$ cat config.mk
export PLATFORM = sky130hd
export DESIGN_NAME = pulse_stretcher
export DESIGN_NICKNAME = d
export VERILOG_FILES = /design/src/rtl/pulse_stretcher.sv
export SDC_FILE = /design/constraint.sdc
export NUM_CORES = 1
export LEC_CHECK = 0
export CORE_AREA = 4 4 46 48
export DETAILED_ROUTE_END_ITERATION = 8
export DIE_AREA = 0 0 50 52
export GPL_ROUTABILITY_DRIVEN = 1
export GPL_TIMING_DRIVEN = 0
export PLACE_DENSITY_LB_ADDON = 0.25
export SLEW_MARGIN = 20
export SYNTH_ARGS = -nofsm -noshare
export SYNTH_HDL_FRONTEND = slang
export SYNTH_SLANG_ARGS = --single-unit
export TNS_END_PERCENT = 1
$ cat constraint.sdc
create_clock -name clk -period 2.4 [get_ports clk]
set_clock_uncertainty 0.05 [all_clocks]
set_input_delay 0.48 -clock clk [delete_from_list [all_inputs] [get_ports clk]]
set_output_delay 0.48 -clock clk [all_outputs]
set_load 0.03 [all_outputs]
$ cat src/rtl/pulse_stretcher.sv
// Pulse stretcher: turns single-cycle requests into WIDTH_CYCLES-wide output
// pulses separated by at least GAP_CYCLES low cycles, queueing up to PEND_MAX.
module pulse_stretcher #(
  parameter int WIDTH_CYCLES = 4,
  parameter int GAP_CYCLES   = 1,
  parameter int PEND_MAX     = 7
) (
  input  logic       clk,
  input  logic       reset_n,
  input  logic       pulse_in,
  input  logic       clr_ovf,
  output logic       stretch_out,
  output logic       stretch_out_not,
  output logic       busy,
  output logic [3:0] pending,
  output logic       overflow
);

  typedef enum logic [1:0] {
    IDLE   = 2'd0,
    ACTIVE = 2'd1,
    GAP    = 2'd2
  } state_t;

  localparam logic [7:0] WIDTH_M1 = 8'(WIDTH_CYCLES - 1);
  localparam logic [7:0] GAP_M1   = 8'(GAP_CYCLES - 1);
  localparam logic [3:0] PEND_LIM = 4'(PEND_MAX);

  state_t     state_q, state_d;
  logic [7:0] cnt_q, cnt_d;
  logic [3:0] pend_q, pend_d;
  logic       ovf_q, ovf_d;
  logic       stretch_q, stretch_d;
  logic       launch;
  logic       drop;

  always_comb begin
    state_d   = state_q;
    cnt_d     = cnt_q;
    pend_d    = pend_q;
    stretch_d = stretch_q;
    drop      = 1'b0;
    launch    = (state_q == IDLE) || ((state_q == GAP) && (cnt_q == 8'd0));

    if (launch) begin
      if ((pend_q != 4'd0) || pulse_in) begin
        state_d   = ACTIVE;
        cnt_d     = WIDTH_M1;
        stretch_d = 1'b1;
        // a queued request is consumed; a coincident new pulse takes its slot
        if ((pend_q != 4'd0) && !pulse_in) begin
          pend_d = pend_q - 4'd1;
        end
      end else begin
        state_d   = IDLE;
        cnt_d     = 8'd0;
        stretch_d = 1'b0;
      end
    end else begin
      case (state_q)
        ACTIVE: begin
          if (cnt_q != 8'd0) begin
            cnt_d = cnt_q - 8'd1;
          end else begin
            state_d   = GAP;
            cnt_d     = GAP_M1;
            stretch_d = 1'b0;
          end
        end
        GAP: cnt_d = cnt_q - 8'd1;
        default: begin
          state_d   = IDLE;
          cnt_d     = 8'd0;
          stretch_d = 1'b0;
        end
      endcase

      if (pulse_in) begin
        if (pend_q < PEND_LIM) begin
          pend_d = pend_q + 4'd1;
        end else begin
          drop = 1'b1;
        end
      end
    end

    if (drop) begin
      ovf_d = 1'b1;
    end else if (clr_ovf) begin
      ovf_d = 1'b0;
    end else begin
      ovf_d = ovf_q;
    end
  end

  always_ff @(posedge clk) begin
    if (!reset_n) begin
      state_q   <= IDLE;
      cnt_q     <= 8'd0;
      pend_q    <= 4'd0;
      ovf_q     <= 1'b0;
      stretch_q <= 1'b0;
    end else begin
      state_q   <= state_d;
      cnt_q     <= cnt_d;
      pend_q    <= pend_d;
      ovf_q     <= ovf_d;
      stretch_q <= stretch_d;
    end
  end

  assign stretch_out     = stretch_q;
  assign stretch_out_not = ~stretch_q;
  assign busy            = (state_q != IDLE) || (pend_q != 4'd0);
  assign pending         = pend_q;
  assign overflow        = ovf_q;

endmodule

==> results.cfg <==
[setup_path]
r2r_slack_ns = 0.24
max_stage_delay_ns = 0.38
crit_fanout = 6
cpMaxStageDelayCell = dfxtp_1
critical_path_class = reg2reg
critPathArrivalTime_ns = 2.32
end_kind = register
cp_cell_sequence = inv_1 > ha_1 > nor4b_4 > a31oi_4 > inv_4 > ha_1 > nor4b_1 > o21ai_0 > o211ai_1
cp-start-kind = register
cp.required_ns = 2.55
cp_common_cell = ha_1

[final_layout]
diodes = 0
areaGrowthSynthToFinish_pct = 19.50
drive_gt1_share_pct = 12.15
register_area_um2 = 300.3
n_fill_cell = 155
fin_nets = 119
multiInputGateArea_um2 = 518.0

[route]
ant_nets = 0
drc = 0
viasPerCell = 5.098
wl_per_cell_um = 11.53
drt-pass1-iter-count = 4
num_vias = 673
drt_iter0_drc = 16
drt-total-wl_um = 1522

[placement]
dp_hpwl_um = 1177
pre_cts_slack_ns = 0.2467
place_congestion = 0.8027
port_buffers = 10

[cts]
cts_setup_buffers = 0
clockBufferDepth = 2
cts_buffers = 3
cts.clk_slew.worst_paths_ns = 0.09
cts-root-buf = clkbuf_4
cts_tree = done
clock_latency_ns = 0.28
htreeDepth = 1
clkSinkCount = 15

[logic_synthesis]
syn_area_um2 = 853.3
synth_area_leaders = dfxtp_1 35%, ha_1 10%, nor2_1 5.7%
yosysTopAreaCell = dfxtp_1
syn_nets = 104
synth.top_cell.area_share_pct = 35.19
synth_cells = 93
yosysUniqueCellTypes = 32
yosysSeqAreaShare_pct = 35.19
synth_flop_cell = dfxtp_1
synth_edf_count = 0
syn_avg_cell_area_um2 = 9.175
synth.most_common_cell = dfxtp_1
synth_seq_cells = 15
ys.warnings.count = 0
netlist_top_cells_count = 15 x dfxtp_1, 13 x nor2_1, 8 x nand2_1
async_flop_share_pct = 0

[hold_path]
worstHoldPathType = reg2reg

[grt]
antenna_found_initial = 0
track_usage_pct = 14.63
grt_pass1_vias = 696
grt_first_pass_wirelength_um = 3056
overflow = 0
grt_max_degree = 9

[sta]
rsz0062_at_grt = no
hold_violations = 0
setup-tns-final_ns = 0
final.min_clock_period_ns = 2.164
tightest_slew_ns = 0.4167
setup_violations = 0
max_slew_margin_pct = 72.07
drv_slew = 0
setup_slack_ns = 0.2356
fmax_mhz = 462.0
fin_crit_sh_pct = 90.18

[power_and_ir_drop]
p_per_area_mw_per_mm2 = 1530
power.switching_mw = 0.7147
swShare_pct = 45.80
p_int_mw = 0.8457
pwr-share-clk_pct = 9.3
pwr-share-seq_pct = 25.3
ir_worst_vdd_mv = 0.9417
power_mw = 1.560
power_frac_comb_pct = 65.4
p_leak_nw = 0.4170

[floorplanning]
die_x_um = 50
ios = 12
rows = 15
die-area_mm2 = 0.002600
start_util_pct = 49.96
coreArea_mm2 = 0.001708
die_y_um = 52

[job]
maxCapViolations = 0

[run_status]
status = completed
-- worst paths after layout --
| kind | start | end | cells past startpoint |
|---|---|---|---|
| hold reg to reg | state_q[1] | state_q[1] | 2 |
| setup reg to reg | cnt_q[0] | pending[2] | 9 |
| hold / removal | state_q[1] | state_q[1] | 2 |
| setup / recovery | cnt_q[0] | pending[2] | 9 |
-- final cells by class --
cell class | count | share of cell area (%)
multi-input cells | 68 | 50.80
flip-flops and latches | 15 | 29.45
repair buffers | 10 | 10.06
inverters | 8 | 3.190
well taps | 25 | 3.067
clock buffers | 4 | 2.577
plain buffers | 2 | 0.8589
-- cells in the final DEF, fill, tap and decap left out --
cell type        Yosys  routed
a31oi_4              1       1
inv_4                1       1
nor4b_4              1       1
nor4_2               0       1
clkdlybuf4s50_1      0       9
dlymetal6s2s_1       0       1
o21a_1               2       2
buf_2                1       1
nor3_1               1       1
ha_1                 7       7
clkbuf_4             0       3
inv_1                7       7
nor2_1              13      13
mux2i_4              1       1
o211ai_2             1       1
nor4b_1              1       1
a31oi_1              2       2
xor2_1               3       3
nand2_1              8       8
nand2b_1             1       1
a211oi_1             1       1
clkbuf_1             1       2
or2_2                1       1
nand3_1              1       1
dfxtp_1             15      15
a21oi_1              5       5
nor4bb_1             1       1
o32a_2               1       1
mux2i_1              2       2
nand4b_1             1       1
nor3_2               1       1
xnor2_1              5       5
nand3b_1             2       2
o211ai_1             1       1
o21ai_0              3       3
-- registers in the layout, indices dropped and copies added (netlist names) --
signal,count
cnt_q,8
pending,4
state_q,2
overflow,1
-- critical path, delay by kind of cell (launching register included) --
kind	cells	cell delay (ns)
DFF	1	0.38
and+or+nand+nor	2	0.47
AOI/OAI and AO/OA	3	0.49
adders and majority gates	2	0.54
buffers and inverters	2	0.17
-- layer usage --
layer  vias up  track usage (%)  routed length [um]
li1        350                -                   -
met1       310            19.41                 734
met2        11            25.22                 720
met3         2            2.006                  59
met4         0            2.765                   8
met5         -                0                   0
-- cells by family after synthesis --
| group | after synthesis | share of synthesized area (%) |
|---|---|---|
| muxes | 3 | 4.985 |
| xor gates and xnor gates | 8 | 8.211 |
| adders and majority gates | 7 | 10.26 |
| AOI/OAI and AO/OA | 17 | 14.95 |
| and+or+nand+nor | 33 | 21.55 |
| buffers and inverters | 10 | 4.839 |
| DFF | 15 | 35.19 |
-- through the flow --
step / utilization [%] / cells / area (um^2) / hold slack [ns]
2_1_floorplan: - / 93 / 853.3 / 0.4173
3_3_place_gp: 57.66 / 128 / 984.7 / 0.4454
3_5_place_dp: 57.66 / 128 / 984.7 / 0.4488
4_1_cts: 59.56 / 132 / 1017 / 0.4729
5_1_grt: 59.71 / 132 / 1020 / 0.5085
6_report: 59.71 / 132 / 1020 / 0.4723
-- power groups by stage --
stage	sequential, mW	combinational [mW]	clock (mW)
after global placement	0.391	1.00	0
after CTS	0.395	1.03	0.150
after detailed placement	0.396	1.02	0
final	0.394	1.02	0.146
after floorplan	0.462	0.705	0
after global routing	0.410	1.15	0.154
-- what timing repair did --
item / CTS / global route
pin swaps: 0 / 1
cloned: 0 / 0
hold buffers: 0 / 0
endpoints found under the setup margin: 1 / 2
gates resized for setup: 1 / 1
(Power assumes the default switching activity.)
